**src/rtl/reset_sequencer.sv**
```systemverilog
// Power-on reset sequencer: waits for a stable PLL lock, releases peripheral reset, then core reset.
// Optional lock-loss glitch filter enabled by defining RESET_SEQ_LOSS_FILTER_EN.
`timescale 1ns/1ps
module reset_sequencer #(
  parameter int unsigned HOLD_CYCLES    = 1024,
  parameter int unsigned STAGGER_CYCLES = 16,
  parameter int unsigned LOSS_FILTER    = 8
) (
  input  logic       clk,
  input  logic       reset,
  input  logic       locked,
  output logic       periph_reset,
  output logic       core_reset,
  output logic       ready,
  output logic [7:0] loss_count
);

  typedef enum logic [1:0] {
    WAIT_LOCK = 2'd0,
    HOLD      = 2'd1,
    STAGGER   = 2'd2,
    RUN       = 2'd3
  } state_t;

  localparam logic [15:0] HOLD_LAST    = 16'(HOLD_CYCLES - 1);
  localparam logic [15:0] STAGGER_LAST = 16'(STAGGER_CYCLES - 1);

  state_t      state;
  logic [15:0] count;
  logic        sync_q1;
  logic        locked_s;
  logic        lock_lost;

  // locked is asynchronous to clk; only locked_s is used past this point.
  always_ff @(posedge clk) begin
    if (reset) begin
      sync_q1  <= 1'b0;
      locked_s <= 1'b0;
    end else begin
      sync_q1  <= locked;
      locked_s <= sync_q1;
    end
  end

`ifdef RESET_SEQ_LOSS_FILTER_EN
  localparam logic [7:0] FILTER_LAST = 8'(LOSS_FILTER - 1);

  logic [7:0] filter_count;

  // Counts consecutive low samples; parks at FILTER_LAST so it never wraps.
  always_ff @(posedge clk) begin
    if (reset) begin
      filter_count <= 8'd0;
    end else if (locked_s) begin
      filter_count <= 8'd0;
    end else if (filter_count != FILTER_LAST) begin
      filter_count <= filter_count + 8'd1;
    end
  end

  assign lock_lost = !locked_s && (filter_count == FILTER_LAST);
`else
  assign lock_lost = !locked_s;
`endif

  // Outputs are registered alongside the state so they change on the transition edge.
  always_ff @(posedge clk) begin
    if (reset) begin
      state        <= WAIT_LOCK;
      count        <= 16'd0;
      periph_reset <= 1'b1;
      core_reset   <= 1'b1;
      ready        <= 1'b0;
      loss_count   <= 8'd0;
    end else begin
      case (state)
        WAIT_LOCK: begin
          count        <= 16'd0;
          periph_reset <= 1'b1;
          core_reset   <= 1'b1;
          ready        <= 1'b0;
          if (locked_s) begin
            state <= HOLD;
          end
        end

        HOLD: begin
          if (lock_lost) begin
            state <= WAIT_LOCK;
            count <= 16'd0;
          end else if (count == HOLD_LAST) begin
            state        <= STAGGER;
            count        <= 16'd0;
            periph_reset <= 1'b0;
          end else begin
            count <= count + 16'd1;
          end
        end

        STAGGER: begin
          if (lock_lost) begin
            state        <= WAIT_LOCK;
            count        <= 16'd0;
            periph_reset <= 1'b1;
            core_reset   <= 1'b1;
            ready        <= 1'b0;
            if (loss_count != 8'hFF) begin
              loss_count <= loss_count + 8'd1;
            end
          end else if (count == STAGGER_LAST) begin
            state      <= RUN;
            count      <= 16'd0;
            core_reset <= 1'b0;
            ready      <= 1'b1;
          end else begin
            count <= count + 16'd1;
          end
        end

        RUN: begin
          if (lock_lost) begin
            state        <= WAIT_LOCK;
            count        <= 16'd0;
            periph_reset <= 1'b1;
            core_reset   <= 1'b1;
            ready        <= 1'b0;
            if (loss_count != 8'hFF) begin
              loss_count <= loss_count + 8'd1;
            end
          end
        end

        default: begin
          state <= WAIT_LOCK;
          count <= 16'd0;
        end
      endcase
    end
  end

endmodule

```
**config.mk**
```make
export PLATFORM = sky130hd
export DESIGN_NAME = reset_sequencer
export DESIGN_NICKNAME = d
export VERILOG_FILES = /design/src/rtl/reset_sequencer.sv
export SDC_FILE = /design/constraint.sdc
export NUM_CORES = 1
export LEC_CHECK = 0
export BUFFER_PORTS_ARGS = -buffer_cell sky130_fd_sc_hd__buf_4
export CAP_MARGIN = 20
export CORE_MARGIN = 4
export CORE_UTILIZATION = 25
export CTS_CLUSTER_SIZE = 30
export DETAILED_ROUTE_END_ITERATION = 16
export HOLD_SLACK_MARGIN = 0.05
export PLACE_DENSITY = 0.43
export SETUP_SLACK_MARGIN = 0.4
export SYNTH_ARGS = -nofsm -noshare
export SYNTH_HDL_FRONTEND = slang
export SYNTH_SLANG_ARGS = --single-unit
```
**constraint.sdc**
```tcl
create_clock -name clk -period 3.1 [get_ports clk]
set_input_delay 0.31 -clock clk [delete_from_list [all_inputs] [get_ports clk]]
set_output_delay 0.31 -clock clk [all_outputs]
set_load 0.01 [all_outputs]
```
==> flow_summary.json <==
{
  "status": "complete, no violations",
  "antenna_found_initial": 0,
  "layout_commonest_cell": "dfxtp_1",
  "cts.sinks": 31,
  "post_cts_buffers": 0,
  "root_buffer": "clkbuf_8",
  "fin_crit_sh_pct": 77.3,
  "maxCapViolCount": 0,
  "ant_nets": 0,
  "synth_ff_type": "dfxtp_1",
  "hold_viol": 0,
  "grt_pass1_wl_mm": 7.48,
  "vias_per_cell": 4.93,
  "muxShareOfSynthArea_pct": 1.13,
  "synth_cells": 218,
  "via_count": 1627,
  "combPwrFrac_pct": 8.5,
  "wl_mm": 4.39,
  "die-area_um2": 8480,
  "area.growth.synth_to_final_pct": 17.2,
  "path_cells": "ha_1, nand3_1, nor2_2, a31oi_1, buf_4, or3b_4, a211oi_1",
  "yosysTopAreaCellShare_pct": 35.1,
  "grt_pass1_vias": 1525,
  "hold_path_depth": 2,
  "hold_buffers": 0,
  "synth.net_count": 228,
  "synth-simple-area-share_pct": 27.5,
  "hold_path_class": "in2reg",
  "maxSlewHeadroom_pct": 44.5,
  "nFillCells": 768,
  "p_switching_w": 0.000219,
  "synthTopCellsByArea": "dfxtp_1 (35%), o2111ai_1 (5.4%), ha_1 (5.0%)",
  "irDropWorstVdd_uv": 149,
  "grt_max_degree": 22,
  "port_buffers": 13,
  "critical_path.slowest_cell": "dfxtp_1",
  "critPathMaxStageDelay_ps": 400,
  "p_int_w": 0.000592,
  "grt_use_total_pct": 10.9,
  "clkLatencyLatePin_ps": 290,
  "reg2reg_slack_ps": 700,
  "worst-endpoint-arrival_ps": 2600,
  "htreeDepth": 2,
  "boundaryPins": 14,
  "synth-compound-area-share_pct": 22.4,
  "finalSetupTns_ps": 0,
  "clk_pin_slew_ps": 80,
  "cts_made_buffers": 5,
  "synthAdderAreaFrac_pct": 4.95,
  "grt_remaining_overflow": 0,
  "power_density_nw_per_um2": 392,
  "p_total_w": 0.000812,
  "nNetsFinal": 243,
  "startpoint_type": "flip-flop",
  "synthDistinctLibCells": 42,
  "min_period_ps": 2400,
  "gp_congestion": 0.795,
  "slew_viol_final": 0,
  "cp_max_fo": 8,
  "drtIter0Drc": 113,
  "synth_area_per_cell_um2": 8.11,
  "rr_worst_depth": 7,
  "seq_area_frac_synth_pct": 35.1,
  "rows": 30,
  "die_h_um": 92.1,
  "finalSetupViolCount": 0,
  "wire_per_inst_um": 13.3,
  "ys_seq_elements": 31,
  "dpl.cell_count": 322,
  "p_seq_share_pct": 51.4,
  "dieWidth_um": 92.1,
  "required_ps": 3300,
  "min_from": "locked",
  "dp_hpwl_mm": 2.99,
  "cts_tree": "yes",
  "synth_top_family_by_area": "simple AND/OR/NAND/NOR gates",
  "clockBufferDepth": 2,
  "r2r-start": "count[0]",
  "initial_utilization_pct": 25.9,
  "core_area_um2": 6830,
  "switching_share_pct": 27.0,
  "critical_path_class": "reg2reg",
  "layout_common_cells": "dfxtp_1 (31), nand2_1 (21), nor2_1 (21), buf_4 (17), inv_1 (15)",
  "syn_area_um2": 1770,
  "clockPowerShare_pct": 40.1,
  "r2r-end": "state[0]",
  "finClkSkew_ps": 13.0,
  "drive_above_1_share_pct": 13.2,
  "drc": 0,
  "worst_pin_slew_ps": 826,
  "end_kind": "flip-flop",
  "ctsResizeCount": 0,
  "yosysWarnings": 0,
  "hold_slack_ps": 235,
  "holdPathEnd": "sync_q1",
  "fin_cells": 330,
  "grt_setup_unrepaired": "false",
  "p_leak_nw": 0.764,
  "firstDrtPassIters": 4,
  "antenna_cells": 0,
  "synth_edf_count": 0,
  "async_reset_ff_share_pct": 0,
  "synth-xor-area-share_pct": 3.47,
  "synth_largest_area_cell": "dfxtp_1",
  "maxClockFrequency_ghz": 0.417
}
Yosys cell counts, types with 6 or more instances:
cell / count
dfxtp_1: 31
nor2_1: 22
nand2_1: 21
inv_1: 15
o2111ai_1: 11
nand3_1: 10
o21ai_0: 9
clkbuf_1: 8
a22oi_1: 7
ha_1: 7
nand4_1: 6
flip-flops by register name, indices dropped and copies added (netlist names):
signal and count:
count 16, periph_reset 1, locked_s 1, ready 1, loss_count 8, state 2
sync_q1 1, core_reset 1
power groups by stage:
| stage | clock network [W] | registers [W] | logic [W] |
|---|---|---|---|
| finish | 0.000325 | 0.000417 | 0.0000694 |
| global route | 0.000359 | 0.000418 | 0.0000769 |
| CTS | 0.000338 | 0.000417 | 0.0000697 |
| detailed placement | 0 | 0.000426 | 0.0000694 |
| global placement | 0 | 0.000427 | 0.0000694 |
| floorplan | 0 | 0.000424 | 0.0000518 |
per-stage QoR:
stage / setup WS, ps / area (um2) / utilization (%)
after floorplan: 1090 / 1770 / -
after global placement: 701 / 1970 / 28.9
after detailed placement: 675 / 1980 / 29.0
after CTS: 628 / 2070 / 30.3
after global routing: 498 / 2070 / 30.3
final: 705 / 2070 / 30.3
kinds of logic after synthesis:
group	count (synthesis)
xor+xnor	7
fa+ha+maj	7
mux	2
buf+inv	25
compound gates	55
simple gates	91
flops	31
cell type report:
class                           count  area, um2  area share (%)
Timing Repair Buffer               17        128            6.16
Clock buffer                        5       68.8            3.32
Tap cell                           96        120            5.80
Clock inverter                      3       20.0           0.966
Sequential cell                    31        621            30.0
Multi-Input combinational cell    162       1050            50.9
Inverter                           16       60.1            2.90
layer usage:
| metal | global-route usage [%] | vias up | wire (um) |
|---|---|---|---|
| met2 | 16.2 | 35 | 1860 |
| met4 | 3.34 | 0 | 58 |
| met5 | 0 | - | 0 |
| met1 | 15.2 | 753 | 2270 |
| met3 | 2.95 | 5 | 201 |
| li1 | - | 834 | - |
worst max path at each step:
stage                         from   endpoint  slack, ps  depth (start not counted)
after floorplan           state[1]  count[14]       1090                          8
after global placement    count[0]   state[1]        700                          6
after detailed placement  count[0]   state[0]        670                          7
after CTS                 count[0]   state[0]        630                          7
after global routing      count[0]   state[0]        500                          7
final                     count[0]   state[0]        700                          7
worst max-delay path: cells and delay by family, from the launching register on:
family / cells / cell delay (ps)
and+or+nand+nor: 3 / 950
AOI/OAI and AO/OA: 2 / 490
DFF: 1 / 400
buffers and inverters: 1 / 250
adders and majority gates: 1 / 210
(Power assumes the default switching activity.)
